<file path="config.mk">
export PLATFORM = sky130hd
export DESIGN_NAME = branch_resolve_unit
export DESIGN_NICKNAME = d
export VERILOG_FILES = /design/src/rtl/branch_resolve_unit.sv
export SDC_FILE = /design/constraint.sdc
export NUM_CORES = 1
export LEC_CHECK = 0
export ABC_AREA = 1
export ABC_CLOCK_PERIOD_IN_PS = 6300
export CAP_MARGIN = 5
export CORE_MARGIN = 2
export CORE_UTILIZATION = 50
export DETAILED_ROUTE_END_ITERATION = 12
export PLACE_DENSITY = 0.87
export SYNTH_ARGS = -nofsm -noshare
export SYNTH_HDL_FRONTEND = slang
export SYNTH_HIERARCHICAL = 1
export SYNTH_SLANG_ARGS = --single-unit
</file>
<file path="constraint.sdc">
create_clock -name clk -period 6.3 [get_ports clk]
set_input_delay 1.89 -clock clk [delete_from_list [all_inputs] [get_ports clk]]
set_output_delay 1.89 -clock clk [all_outputs]
set_load 0.05 [all_outputs]
</file>
<file path="src/rtl/branch_resolve_unit.sv">
// Two-stage branch resolver: stage 1 holds the operand beat, stage 2 evaluates
// the branch condition and holds the taken/target result for the consumer.

// Fixed 32-bit comparator providing signed equality/ordering flags.
module signed_comparator (
    input  logic [31:0] a,
    input  logic [31:0] b,
    output logic        aEqB,
    output logic        aLtB,
    output logic        aGtB
);
    assign aEqB = (a == b);
    assign aLtB = ($signed(a) < $signed(b));
    assign aGtB = ($signed(a) > $signed(b));
endmodule

module branch_resolve_unit #(
    parameter int W    = 32,
    parameter int OP_W = 3
) (
    input  logic            clk,
    input  logic            rst,
    input  logic            flush,
    input  logic            in_valid,
    output logic            in_ready,
    input  logic [OP_W-1:0] in_op,
    input  logic [W-1:0]    in_a,
    input  logic [W-1:0]    in_b,
    input  logic [W-1:0]    in_pc,
    input  logic [W-1:0]    in_imm,
    output logic            out_valid,
    input  logic            out_ready,
    output logic            out_taken,
    output logic [W-1:0]    out_target,
    output logic            out_illegal
);
    localparam logic [OP_W-1:0] OP_BEQ  = 3'b000;
    localparam logic [OP_W-1:0] OP_BNE  = 3'b001;
    localparam logic [OP_W-1:0] OP_BLT  = 3'b100;
    localparam logic [OP_W-1:0] OP_BGE  = 3'b101;
    localparam logic [OP_W-1:0] OP_BLTU = 3'b110;
    localparam logic [OP_W-1:0] OP_BGEU = 3'b111;

    logic            s1Valid;
    logic [OP_W-1:0] s1Op;
    logic [W-1:0]    s1A;
    logic [W-1:0]    s1B;
    logic [W-1:0]    s1Pc;
    logic [W-1:0]    s1Imm;

    logic            s2Valid;
    logic            s2Taken;
    logic [W-1:0]    s2Target;
    logic            s2Illegal;

    logic            s1Adv;
    logic            s2Adv;
    logic            aEqB;
    logic            aLtB;
    logic            aGtB;
    logic            aLtuB;
    logic            condTrue;
    logic            opIllegal;
    logic [W-1:0]    nextTarget;

    // Output stage frees up when empty or being drained; the input stage
    // frees up when empty or able to move into stage 2 in the same edge.
    assign s2Adv    = !s2Valid || out_ready;
    assign s1Adv    = !s1Valid || s2Adv;
    assign in_ready = s1Adv && !flush;

    signed_comparator uCmp (
        .a    (s1A),
        .b    (s1B),
        .aEqB (aEqB),
        .aLtB (aLtB),
        .aGtB (aGtB)
    );

    assign aLtuB = (s1A < s1B);

    // Branch condition decode; undefined codes fall through as not-taken.
    always_comb begin
        condTrue  = 1'b0;
        opIllegal = 1'b0;
        case (s1Op)
            OP_BEQ:  condTrue = aEqB;
            OP_BNE:  condTrue = !aEqB;
            OP_BLT:  condTrue = aLtB;
            OP_BGE:  condTrue = aGtB || aEqB;
            OP_BLTU: condTrue = aLtuB;
            OP_BGEU: condTrue = !aLtuB;
            default: opIllegal = 1'b1;
        endcase
        nextTarget = condTrue ? (s1Pc + s1Imm) : (s1Pc + W'(4));
    end

    // Stage 1: capture an operand beat whenever the stage can advance.
    always_ff @(posedge clk or posedge rst) begin
        if (rst) begin
            s1Valid <= 1'b0;
            s1Op    <= '0;
            s1A     <= '0;
            s1B     <= '0;
            s1Pc    <= '0;
            s1Imm   <= '0;
        end else if (flush) begin
            s1Valid <= 1'b0;
        end else if (s1Adv) begin
            s1Valid <= in_valid;
            if (in_valid) begin
                s1Op  <= in_op;
                s1A   <= in_a;
                s1B   <= in_b;
                s1Pc  <= in_pc;
                s1Imm <= in_imm;
            end
        end
    end

    // Stage 2: register the resolved branch; result held while stalled.
    always_ff @(posedge clk or posedge rst) begin
        if (rst) begin
            s2Valid   <= 1'b0;
            s2Taken   <= 1'b0;
            s2Target  <= '0;
            s2Illegal <= 1'b0;
        end else if (flush) begin
            s2Valid <= 1'b0;
        end else if (s2Adv) begin
            s2Valid <= s1Valid;
            if (s1Valid) begin
                s2Taken   <= condTrue;
                s2Target  <= nextTarget;
                s2Illegal <= opIllegal;
            end
        end
    end

    assign out_valid   = s2Valid;
    assign out_taken   = s2Taken;
    assign out_target  = s2Target;
    assign out_illegal = s2Illegal;

endmodule

</file>
# [Word-level counts from Yosys, hierarchy flattened]
# Cells that the tools add are included.
[classes] add_sub_neg=2 order_cmp=3 eq_ne=6 muxes=7 n_bitwise=1 reduce_logical=15
[op_table] cell="32-bit < comparator" count=2
[op_table] cell="32-bit by 3-bit adder with 32-bit output (second input constant)" count=1
[op_table] cell="32-bit adder" count=1
[op_table] cell="32-bit equality test" count=1
[op_table] cell="32-bit > comparator" count=1
[op_table] cell="32-bit 2-to-1 mux" count=1
[op_table] cell="3-bit equality test (second input constant)" count=4
[op_table] cell="1-bit one-hot mux with 6 select lines" count=1
[op_table] cell="3-bit AND reduction" count=2
[op_table] cell="6-bit OR reduction" count=1
[op_table] cell="1-bit logical NOT" count=5
[op_table] cell="1-bit 2-to-1 mux" count=5
[op_table] cell="2-bit nonzero test" count=2
[op_table] cell="3-bit by 1-bit equality test with 1-bit output (second input constant)" count=1
[op_table] cell="3-bit logical NOT" count=1
[op_table] cell="1-bit logical OR" count=3
[op_table] cell="1-bit logical AND" count=1
[op_table] cell="1-bit inverter" count=1
[word_totals] ff_bits=167 in_bits=136 output_inout_bits=36 elab_cells=44

# [Depth between registers and ports, before layout]
# Gate-level depths: netlist of the first run.
[logic_depth] ltp_word=5 ltp_mapped=24 ltp_nobuf=23

# [Hierarchy]
# Netlist of the first run, hierarchy kept.
[by_module_without_submodules] mod="branch_resolve_unit" instances=1 cells_per_inst=1212 area_per_inst_um2=10108.4 seq_area_each_um2=4179.0
[by_module_without_submodules] mod="signed_comparator" instances=1 cells_per_inst=149 area_per_inst_um2=959.7 seq_area_each_um2=0.0

# [Worst setup path before layout of the first run]
# OpenSTA, ideal clock, no wires.
[synth_path] path_kind="in2out" startpoint="input out_ready" endpoint="output in_ready" arrival_time_ns=2.345 t_required_ns=4.410 slack_ns=2.065 path_stages=4 n_path_buf=0 path_cell_list="nor2_1 > nand2_1 > nand2_1 > inv_1"
[synth_via] elab_chain_len=3
[synth_lines] item="from (decl)" line_no="32" text="input logic out_ready,"
[synth_lines] item="1-bit logical OR" line_no="68" text="assign s2Adv = !s2Valid || out_ready;"
[synth_lines] item="1-bit logical OR" line_no="69" text="assign s1Adv = !s1Valid || s2Adv;"
[synth_lines] item="1-bit logical AND" line_no="70" text="assign in_ready = s1Adv && !flush;"
[synth_lines] item="to (decl)" line_no="25" text="output logic in_ready,"
# No other way between the ends.

# [Worst setup path in the final report of the first run]
# Ends and elaborated chain as after synthesis.

==> results.py, run 1 <==
metrics = {
    "routing": {
        "wl_met3_um": 2380,
        "top_layer": "met4",
        "first_pass_iters": 8,
        "drc_errors": 0,
        "drt-total-wl_um": 30800,
        "drt_iter0_markers": 800,
        "wl_per_cell_um": 17.0,
        "vias": 9969,
        "via_per_inst": 5.51,
        "route.met2.wl_um": 14200,
        "wl_met1_um": 13200,
        "ant_nets": 0,
    },
    "placement": {
        "place_area_mm2": 0.0130,
        "placed_cells_incl_taps": 1778,
        "gp_congestion": 0.967,
        "port_buffers": 171,
        "post-dp-hpwl_um": 23500,
        "dpl_worst_slack_ns": 0.988,
    },
    "worst_setup_path": {
        "reg2reg_slack_ns": 2.87,
        "end_kind": "primary output",
        "arrival_ns": 3.42,
        "r2r_start": "s1A[15]",
        "worstSetupStartpointType": "input pin",
        "r2r-end": "out_target[20]",
        "setup.worst_path.end": "in_ready",
        "cp.required_ns": 4.41,
        "worstPathMaxFanout": 2,
        "path_class": "in -> out",
        "crit_start": "out_ready",
        "rr_worst_depth": 14,
    },
    "sta": {
        "max_freq_mhz": 188,
        "period_minus_slack_ns": 5.31,
        "relSlewSlack_pct": 23.4,
        "finalCritPeriodShare_pct": 84.3,
        "setup_viol": 0,
        "finalMaxSlewViolations": 0,
        "clock_skew_ns": 0.0187,
        "hold_viol_final": 0,
        "worst_slack_ns": 0.987,
        "setup_tns_ns": 0,
        "tightest_slew_ns": 1.15,
        "rsz0062_at_grt": "false",
        "holdWs_ns": 0.481,
    },
    "die": {
        "die_x_um": 153,
        "die_h_um": 153,
        "core_area_mm2": 0.0218,
        "initial_utilization_pct": 50.9,
        "die_area_mm2": 0.0233,
        "rows": 54,
        "io_pins": 172,
    },
    "synth": {
        "synth_cell_type_count": 45,
        "syn_area_per_cell_um2": 8.13,
        "synth-main-ff-cell": "dfrtp_1",
        "synth_nets": 1593,
        "synth_edf_count": 0,
        "synthArstFlopShare_pct": 100,
        "seq_area_frac_synth_pct": 37.8,
        "yosys_warnings": 6,
        "ys_seq_elements": 167,
        "syn_area_mm2": 0.0111,
        "syn_inst": 1361,
    },
    "clock_network": {
        "numClockSinks": 167,
        "cts_tree": "yes",
        "cts_buffers": 17,
        "clk_pin_slew_ns": 0.07,
        "post_cts.repair.setup_buffers": 0,
        "cts.repair.resized": 0,
        "clock_latency_ns": 0.45,
        "htreeDepth": 4,
        "hold_buffers": 0,
        "cts_root_buf": "clkbuf_16",
        "cts_max_path_buffers": 2,
    },
    "pwr": {
        "power.leakage_nw": 6.67,
        "finalPower_mw": 4.52,
        "ir_worst_vdd_v": 0.000162,
        "powerDensity_mw_per_mm2": 332,
    },
    "finish": {
        "nNetsFinal": 1749,
        "final_core_util_pct": 62.7,
        "areaGrowthSynthToFinish_pct": 23.2,
        "layout_common_cells": "nand2_1 (294), clkdlybuf4s50_1 (171), dfrtp_1 (167), inv_1 (157), nor2_1 (126)",
        "final_cell_area_mm2": 0.0136,
        "ff_latch_area_mm2": 0.00418,
        "fill_cells": 1890,
        "drive_above_1_share_pct": 10.5,
        "final_common_cell": "nand2_1",
        "layout.cells.non_filler": 1810,
        "multi_input_area_mm2": 0.00609,
        "num_antenna_cells": 0,
    },
    "hold_path": {
        "min-delay-start": "out_target[2]",
        "worstHoldPathType": "reg -> reg",
    },
    "global_route": {
        "grt_max_degree": 187,
        "overflow": 0,
        "grt_pass1_wl_um": 50100,
        "grt_use_total_pct": 26.6,
        "antenna_found_initial": 0,
        "grt_pass1_vias": 9838,
    },
    "run_status": {
        "status": "complete, no violations",
    },
    "flow_run": {
        "maxCapViolCount": 0,
    },
}
-- how the worst min path moves through the flow --
stage | end | slack (ns) | cells past startpoint
floorplan | s1Imm[0] | 0.48 | 1
global placement | out_target[21] | 0.46 | 2
detailed placement | out_target[12] | 0.47 | 2
CTS | out_target[12] | 0.48 | 2
global route | out_target[12] | 0.50 | 2
finish | out_target[2] | 0.48 | 2
-- state kept, by name, summed over array words and instances (netlist names) --
signal and flops:
s1A 32, s1Pc 32, out_taken 1, s1B 32
s1Op 3, out_illegal 1, s1Valid 1, out_target 32
out_valid 1, s1Imm 32
-- cells by family after synthesis --
kind of cell | share of synthesized area (%)
AO/OA/AOI/OAI | 8.26
XOR/XNOR | 3.96
adder cells (fa/ha/maj) | 10.9
buffers and inverters | 7.29
flip-flops | 37.8
multiplexers | 7.83
AND/OR/NAND/NOR | 24.0
-- worst max-delay path, stage by stage --
cell and delay, ns:
clkdlybuf4s50_1 0.45, nor2_1 0.06, nand2_1 0.07, nand2_1 0.05
inv_1 0.10, clkdlybuf4s50_1 0.81
-- cell usage after synthesis, types with 2 or more instances --
cell type,number,area (um2)
nor2_1,126,473
nand3_2,5,50.1
inv_1,158,593
nand3_1,55,275
nor3_2,6,60.1
xor2_1,36,315
ha_1,95,1190
nor2_2,5,31.3
o21ai_2,2,17.5
nand3b_1,4,30.0
dfrtp_1,167,4180
inv_2,7,26.3
o21a_1,3,22.5
and2_1,2,12.5
a21oi_1,121,606
clkbuf_1,11,41.3
nor3_1,24,120
buf_1,2,7.51
xnor2_1,14,123
mux2_2,77,867
nand2_2,11,68.8
nand2_1,295,1110
a21o_1,3,22.5
clkinv_1,3,11.3
o21ai_1,13,65.1
nand4_1,51,319
buf_2,24,120
or2_1,2,12.5
o21ai_0,20,100
nor2_4,4,45.0
-- area by class of cell --
type | count | share of cell area [%]
clock buffers | 17 | 3.12
clock inverters | 15 | 1.36
inverters | 168 | 4.65
multi-input cells | 988 | 44.7
flip-flops and latches | 167 | 30.7
well taps | 280 | 2.57
repair buffers | 175 | 13.0
-- layer usage --
layer	vias to the layer above	GRT usage, %
met3	68	5.35
li1	4819	-
met2	409	42.6
met5	-	0
met4	0	9.92
met1	4673	35.9
-- report_power, final --
part           switching [mW]  total [mW]  internal [mW]
combinational            1.25        1.99          0.739
clock                   0.511        1.08          0.570
sequential              0.179        1.46           1.28
Note: power is estimated with default switching activity, not from simulation.
==> run 2, diff against run 1 <==
Settings changed: ABC_CLOCK_PERIOD_IN_PS 6300 to 5200, CORE_UTILIZATION 50 to 55, PLACE_DENSITY 0.87 to 0.9.
Clock period 6.3 ns to 5.2 ns, I/O delays scaled along.
==> run 2 against run 1 <==
- routed wire length increased by 3.9%
- combinational power increased by 24%
- first-iteration DRC count increased by 11%
- die area decreased by 8.9%
- sequential share of layout area about the same
- register-to-register slack got worse by 1.1 ns
- critical path type unchanged
- largest cell class unchanged
==> results.py, run 2 (synthesis gave the netlist of run 1 again) <==
metrics = {
    "finish": {
        "multi_input_area_mm2": 0.00609,
        "fill_cells": 1543,
        "nNetsFinal": 1751,
        "layout_common_cells": "nand2_1 (294), clkdlybuf4s50_1 (171), dfrtp_1 (167), inv_1 (157), nor2_1 (126)",
        "ff_latch_area_mm2": 0.00418,
        "final_common_cell": "nand2_1",
        "final_core_util_pct": 69.6,
        "areaGrowthSynthToFinish_pct": 23.2,
        "drive_above_1_share_pct": 10.6,
        "final_cell_area_mm2": 0.0136,
    },
    "worst_setup_path": {
        "arrival_ns": 3.09,
        "rr_worst_depth": 15,
        "end_kind": "primary output",
        "cp.required_ns": 3.64,
        "worstSetupStartpointType": "input pin",
        "worstPathMaxFanout": 2,
        "path_class": "in -> out",
        "reg2reg_slack_ns": 1.78,
        "r2r-end": "out_target[29]",
        "r2r_start": "s1B[15]",
    },
    "global_route": {
        "grt_pass1_wl_um": 51700,
        "antenna_found_initial": 1,
        "grt_use_total_pct": 30.5,
        "overflow": 0,
        "grt_max_degree": 168,
        "grt_pass1_vias": 9924,
    },
    "die": {
        "initial_utilization_pct": 56.5,
        "die_x_um": 146,
        "die_area_mm2": 0.0213,
        "die_h_um": 146,
        "rows": 51,
        "core_area_mm2": 0.0196,
        "io_pins": 172,
    },
    "clock_network": {
        "htreeDepth": 4,
        "numClockSinks": 167,
        "clk_pin_slew_ns": 0.07,
        "hold_buffers": 0,
        "cts_buffers": 17,
        "cts.repair.resized": 0,
        "clock_latency_ns": 0.44,
        "cts_root_buf": "clkbuf_16",
        "post_cts.repair.setup_buffers": 0,
        "cts_max_path_buffers": 2,
        "cts_tree": "yes",
    },
    "placement": {
        "post-dp-hpwl_um": 24300,
        "gp_congestion": 0.994,
        "port_buffers": 171,
        "place_area_mm2": 0.0130,
    },
    "sta": {
        "clock_skew_ns": 0.0128,
        "period_minus_slack_ns": 4.65,
        "max_freq_mhz": 215,
        "tightest_slew_ns": 1.10,
        "setup_viol": 0,
        "finalMaxSlewViolations": 0,
        "hold_viol_final": 0,
        "relSlewSlack_pct": 26.6,
        "setup_tns_ns": 0,
        "finalCritPeriodShare_pct": 89.5,
        "rsz0062_at_grt": "false",
    },
    "hold_path": {
        "min_path_cells": 2,
        "min-delay-start": "out_target[20]",
        "whs_endpoint": "out_target[20]",
        "worstHoldPathType": "reg -> reg",
    },
    "pwr": {
        "powerDensity_mw_per_mm2": 406,
        "power.leakage_nw": 6.68,
        "ir_worst_vdd_v": 0.000232,
        "finalPower_mw": 5.53,
    },
    "routing": {
        "first_pass_iters": 5,
        "drt_iter0_markers": 888,
        "drt-total-wl_um": 32000,
        "via_per_inst": 5.67,
        "vias": 10200,
        "wl_per_cell_um": 17.8,
        "ant_nets": 0,
        "drc_errors": 0,
    },
    "flow_run": {
        "maxCapViolCount": 0,
    },
    "run_status": {
        "status": "complete, no violations",
    },
}
-- run 2: cell count changes in the layout (fill, tap and decap cells not counted) --
cell,delta
clkinv_8,-1
clkinv_2,-1
clkinv_4,+1
buf_12,+1
inv_6,-1
inv_8,+1
buf_4,+1
diode_2,+1
clkinvlp_4,+1
-- run 2: area by class of cell --
class,count,share of cell area (%)
multi-input cells,988,44.6
flip-flops and latches,167,30.6
repair buffers,177,13.2
inverters,168,4.65
clock buffers,17,3.12
well taps,265,2.43
clock inverters,15,1.34
diodes,1,0.0183
-- run 2: per-layer routing --
| layer | part of all wire (%) | track usage (%) | vias up |
|---|---|---|---|
| li1 | - | - | 4812 |
| met1 | 42 | 41.3 | 4762 |
| met2 | 46 | 48.6 | 524 |
| met3 | 7.7 | 5.42 | 93 |
| met4 | 4.0 | 12.6 | 0 |
| met5 | 0 | 0 | - |
-- run 2: through the flow --
| stage | std cells | hold slack (ns) | setup slack, ns |
|---|---|---|---|
| final | 1798 | 0.482 | 0.548 |
| after global routing | 1798 | 0.516 | 0.434 |
| after CTS | 1797 | 0.484 | 0.549 |
| after detailed placement | 1765 | 0.465 | 0.557 |
| after global placement | 1765 | 0.463 | 0.546 |
| after floorplan | 1361 | 0.484 | 1.51 |
-- run 2: worst max-delay path by stage --
stage / startpoint / endpoint / slack [ns] / cells after the start
floorplan: rst / out_illegal / 1.51 / 1
global placement: out_ready / in_ready / 0.55 / 6
detailed placement: out_ready / in_ready / 0.56 / 6
CTS: out_ready / in_ready / 0.55 / 6
global route: out_ready / in_ready / 0.43 / 6
finish: out_ready / in_ready / 0.55 / 6
-- run 2: critical path, cell delays in order --
cell             delay (ns)
clkdlybuf4s50_1        0.45
nor2_1                 0.05
nand2_1                0.07
nand2_1                0.05
inv_1                  0.10
clkdlybuf4s50_1        0.81
-- run 2: power breakdown --
| group | switching, mW | internal [mW] | total, mW |
|---|---|---|---|
| sequential | 0.220 | 1.55 | 1.77 |
| clock | 0.617 | 0.690 | 1.31 |
| combinational | 1.56 | 0.900 | 2.46 |
| total | 2.40 | 3.14 | 5.53 |
==> RTL edit 1: new RTL, flow settings as in run 2 <==
Set the parameter `OP_W` to 6 (it was 3).
--- a/src/rtl/branch_resolve_unit.sv
+++ b/src/rtl/branch_resolve_unit.sv
@@ -18,3 +18,3 @@
     parameter int W    = 32,
-    parameter int OP_W = 3
+    parameter int OP_W = 6
 ) (
Interface: changed (resized in_op); port bits go from 172 to 175. The function was not compared with the original's and may differ.
==> RTL edit 1 against run 2 <==
Wire length grew 0.68%. Critical endpoint unchanged. Design area rose by 1.9%. Count of clock-buffer cells in the layout stayed put. Area after synthesis grew 2.2%. Worst setup slack worse by 0.037 ns. Global-route usage decreased by 0.35 points. Worst hold slack worse by 0.0016 ns. Sequential cell count rose by 3. Power is 4.8% lower. Clock skew grew 0.0036 ns.
==> RTL edit 1: results (changes against run 2) <==
metric,value,unit,change
vias per cell,5.62,,was 5.67
maximum number of pins on one net before global-route repair,171,,was 168
n_diodes,0,,was 1
"top cells by area, synth","dfrtp_1 38%, ha_1 11%, nand2_1 9.5%, mux2_2 7.8%, a21oi_1 5.5%",,"was dfrtp_1 38%, ha_1 11%, nand2_1 10%, mux2_2 7.8%, a21oi_1 5.5%"
Crit path largest cell delay,0.81,ns,about the same
first-pass GRT wire length,51500,um,was 51700 um
nets,1771,,was 1751
status,"finished, final reports clean",,unchanged
Async SR Flop Fraction,1.00,,unchanged
reg2reg path depth,14,,was 15
Layout fillers,1574,,was 1543
Crit Reg-Reg Endpoint,out_target[28]$_DFFE_PP0P_,,was out_target[29]$_DFFE_PP0P_
CTS max path bufs,2,,unchanged
yosys warns,6,,unchanged
worst-path fanout max,2,,unchanged
reg2reg setup slack,1.30,ns,was 1.78 ns
HP Class,register to register,,unchanged
"Distinct cells, synth",49,,was 45
worst hold start,out_target[7]$_DFFE_PP0P_,,was out_target[20]$_DFFE_PP0P_
DP Wirelength,24300,um,about the same
1st-iter DRT viols,657,,was 888
Lkg Pwr,6.80,nW,was 6.68 nW
count of input and output buffers,174,,was 171
Setup WS pre-CTS,0.512,ns,was 0.557 ns
Tot GR Track Use,0.302,,was 0.305
commonest cells in the netlist,"286 x nand2_1, 170 x dfrtp_1, 158 x inv_1",,"was 295 x nand2_1, 167 x dfrtp_1, 158 x inv_1"
family with the most delay on the worst path,buffers and inverters,,unchanged
startpoint types,primary input,,unchanged
per-cell routed wire length,17.7,um,was 17.8 um
Final ANT Viol Nets,0,,unchanged
number of H-tree levels,4,,unchanged
setup tns final,0,ns,unchanged
"Seq/Total Area, Yosys",0.376,,was 0.378
crit path DAT,3.13,ns,was 3.09 ns
layout cells sized above 1,0.121,,was 0.106
met2 usage,0.518,,was 0.486
worst hold margin,0.481,ns,was 0.482 ns
vias in the first global route,10100,,was 9924
met1 Use GR,0.377,,was 0.413
worst hold path depth,2,,unchanged
CTS Buf Count,17,,unchanged
reg2reg start,s1A[27]$_DFFE_PP0P_,,was s1B[15]$_DFFE_PP0P_
Max-slew headroom,0.248,,was 0.266
Peak VDD IR,196,uV,was 232 uV
First-pass DRT Iterations,6,,was 5
Syn Nets,1609,,was 1593
GRT met3 Usage,0.0481,,was 0.0542
antenna violations before repair,0,,was 1
"Clk pin slew, worst setup/hold paths",0.07,ns,about the same
hold path endpoint,out_target[7]$_DFFE_PP0P_,,was out_target[20]$_DFFE_PP0P_
GP Congestion,0.998,,was 0.994
Post CTS Setup Buffer Count,0,,unchanged
clk_skew,0.0164,ns,was 0.0128 ns
DRC Markers,0,,unchanged
## RTL edit 1: cell count changes in the layout (fill, tap and decap cells not counted), moves of 4 or more
cell            run 2  this run
nor2_2              5        11
nor4_1              1         5
nand4_1            51        45
o21ai_0            20        25
nor3_1             24        17
nand2_1           294       285
nand2_2            11        17
## RTL edit 1: layout make-up
class	count	area (sq um)	area share
clock buffer	17	425	0.0306
clock inverter	15	193	0.0139
inverter	167	631	0.0454
multi-input combinational	998	6220	0.447
sequential	170	4250	0.306
tap	270	338	0.0243
timing repair buffer	182	1840	0.132
## RTL edit 1: worst max-delay path by stage
stage	slack (ns)	to	startpoint
floorplan	1.47	out_illegal$_DFFE_PP0P_	rst
global placement	0.55	in_ready	out_ready
detailed placement	0.51	in_ready	out_ready
CTS	0.50	in_ready	out_ready
global route	0.44	in_ready	out_ready
finish	0.51	in_ready	out_ready
## RTL edit 1: power by group
part	total, mW	internal [mW]	switching, mW
clock	1.34	0.697	0.639
combinational	2.19	0.833	1.35
sequential	1.75	1.55	0.196
## RTL edit 1: per-layer routing
layer | routed length, um | share of wire
met3 | 1850 | 0.057
met4 | 1330 | 0.041
met1 | 13200 | 0.41
met2 | 15800 | 0.49
met5 | 0 | 0
## RTL edit 1: through the flow
stage | area (sq um) | cells
5_1_grt | 13900 | 1819
2_1_floorplan | 11300 | 1374
3_3_place_gp | 13300 | 1787
6_report | 13900 | 1819
3_5_place_dp | 13300 | 1787
4_1_cts | 13900 | 1819
## RTL edit 1: worst register-to-register path, cell delays in order (launching register included)
cell and delay, ns:
dfrtp_1 0.41, ha_1 0.32, nand2_2 0.07, nor2_2 0.12
nand2_2 0.11, nor4_2 0.54, nor2_2 0.09, nor2_1 0.12
o21ai_1 0.09, o211ai_2 0.89, nand3_4 0.55, nand2_1 0.19
nand2_1 0.12, nand2_1 0.09, nand2_1 0.07
## RTL edit 1: kinds of logic (layout without fill, tap and decap cells)
| group | after synthesis | in the layout | synth area share |
|---|---|---|---|
| adders and majority gates | 96 | 96 | 0.107 |
| buffers and inverters | 206 | 381 | 0.0748 |
| AOI/OAI and AO/OA | 182 | 182 | 0.0875 |
| DFF | 170 | 170 | 0.376 |
| muxes | 78 | 78 | 0.0776 |
| xor gates and xnor gates | 47 | 47 | 0.0364 |
| and+or+nand+nor | 595 | 595 | 0.241 |
==> RTL edit 2: new RTL, flow settings as in run 2 <==
Without the edit above. Make the reset (`rst`) synchronous in 2 clocked blocks.
--- a/src/rtl/branch_resolve_unit.sv
+++ b/src/rtl/branch_resolve_unit.sv
@@ -98,3 +98,3 @@
     // Stage 1: capture an operand beat whenever the stage can advance.
-    always_ff @(posedge clk or posedge rst) begin
+    always_ff @(posedge clk) begin
         if (rst) begin
@@ -121,3 +121,3 @@
     // Stage 2: register the resolved branch; result held while stalled.
-    always_ff @(posedge clk or posedge rst) begin
+    always_ff @(posedge clk) begin
         if (rst) begin
Behaviour: differs if rst is asserted again (counterexample within 4 cycles, from zero or initial values and one cycle with rst high); with rst held inactive, the same outputs for 4 cycles.
==> RTL edit 2 against run 2 <==
Wire length grew 2.0%. Sequential cell count is the same. Worst setup slack worse by 0.13 ns. Clock skew is 0.00053 ns lower. Design area decreased by 4.3%. Worst hold slack worse by 0.020 ns. Sequential share of layout area fell by 5.0 points. Critical endpoint unchanged. Critical path type unchanged. Area after synthesis fell by 3.6%. Final cell count increased by 10%. Via count rose by 9.0%.
Power is not compared: it rests on default switching activity, and its combinational part moved more than twofold at a synthesized area within 25%.
==> RTL edit 2: results (changes against run 2) <==
metric,value,unit,change
commonest cells in the netlist,"253 x nor2_1, 250 x nand2_1, 187 x inv_1",,"was 295 x nand2_1, 167 x dfrtp_1, 158 x inv_1"
met1 Use GR,0.452,,was 0.413
Layout fillers,1614,,was 1543
"Seq/Total Area, Yosys",0.313,,was 0.378
antenna violations before repair,0,,was 1
Setup WS pre-CTS,0.376,ns,was 0.557 ns
GRT met3 Usage,0.0473,,was 0.0542
Max-slew headroom,0.441,,was 0.266
DP Area,0.0125,sq mm,was 0.0130 sq mm
worst-path fanout max,3,,was 2
n_diodes,0,,was 1
vias in the first global route,10000,,was 9924
status,"finished, final reports clean",,unchanged
first-pass GRT wire length,51100,um,was 51700 um
Tot GR Track Use,0.319,,was 0.305
1st-iter DRT viols,1162,,was 888
per-cell routed wire length,16.5,um,was 17.8 um
met2 usage,0.510,,was 0.486
"Distinct cells, synth",44,,was 45
maximum number of pins on one net before global-route repair,133,,was 168
area of the multi-input gates,0.00631,sq mm,was 0.00609 sq mm
vias per cell,5.61,,was 5.67
clk_skew,0.0122,ns,was 0.0128 ns
First-pass DRT Iterations,6,,was 5
Routed WL,32600,um,was 32000 um
nets,1938,,was 1751
Async SR Flop Fraction,0,,was 1.00
==> RTL edit 2: power by group through the flow <==
stage	registers (mW)	clock network, mW	logic, mW
final	1.43	1.24	0.803
after global routing	1.43	1.29	0.888
after CTS	1.42	1.24	0.789
after detailed placement	1.45	0	0.779
after global placement	1.45	0	0.755
after floorplan	1.45	0	0.502
==> RTL edit 2: cell families (layout without fill, tap and decap cells) <==
family / count (synthesis) / in the layout / synth area share
XOR/XNOR: 49 / 49 / 0.0402
AO/OA/AOI/OAI: 335 / 335 / 0.163
adder cells (fa/ha/maj): 96 / 96 / 0.113
AND/OR/NAND/NOR: 671 / 671 / 0.274
flip-flops: 167 / 167 / 0.313
buffers and inverters: 253 / 401 / 0.0964
==> RTL edit 2: worst paths after layout <==
check | start | slack (ns) | endpoint
setup reg to reg | s1B[6]$_SDFFE_PP0P_ | 1.78 | out_target[3]$_SDFFE_PP0P_
hold / removal | out_target[24]$_SDFFE_PP0P_ | 0.46 | out_target[24]$_SDFFE_PP0P_
hold reg to reg | out_target[24]$_SDFFE_PP0P_ | 0.46 | out_target[24]$_SDFFE_PP0P_
setup / recovery | out_ready | 0.42 | in_ready
==> RTL edit 2: layout make-up <==
class,count,area share
Timing Repair Buffer,178,0.137
Multi-Input combinational cell,1151,0.484
Clock inverter,13,0.00911
Clock buffer,19,0.0339
Tap cell,260,0.0249
Inverter,191,0.0549
Sequential cell,167,0.256
==> RTL edit 2: worst max-delay path, stage by stage <==
cell             delay (ns)
clkdlybuf4s50_1        0.40
nor2_1                 0.26
nand2_1                0.18
nand2_1                0.09
inv_1                  0.04
clkdlybuf4s50_1        0.69
==> RTL edit 2: per-layer routing <==
layer | wire length, um | up-vias
met4 | 604 | 0
met2 | 14600 | 499
met3 | 2640 | 55
li1 | - | 5412
met1 | 14700 | 5141
met5 | 0 | -
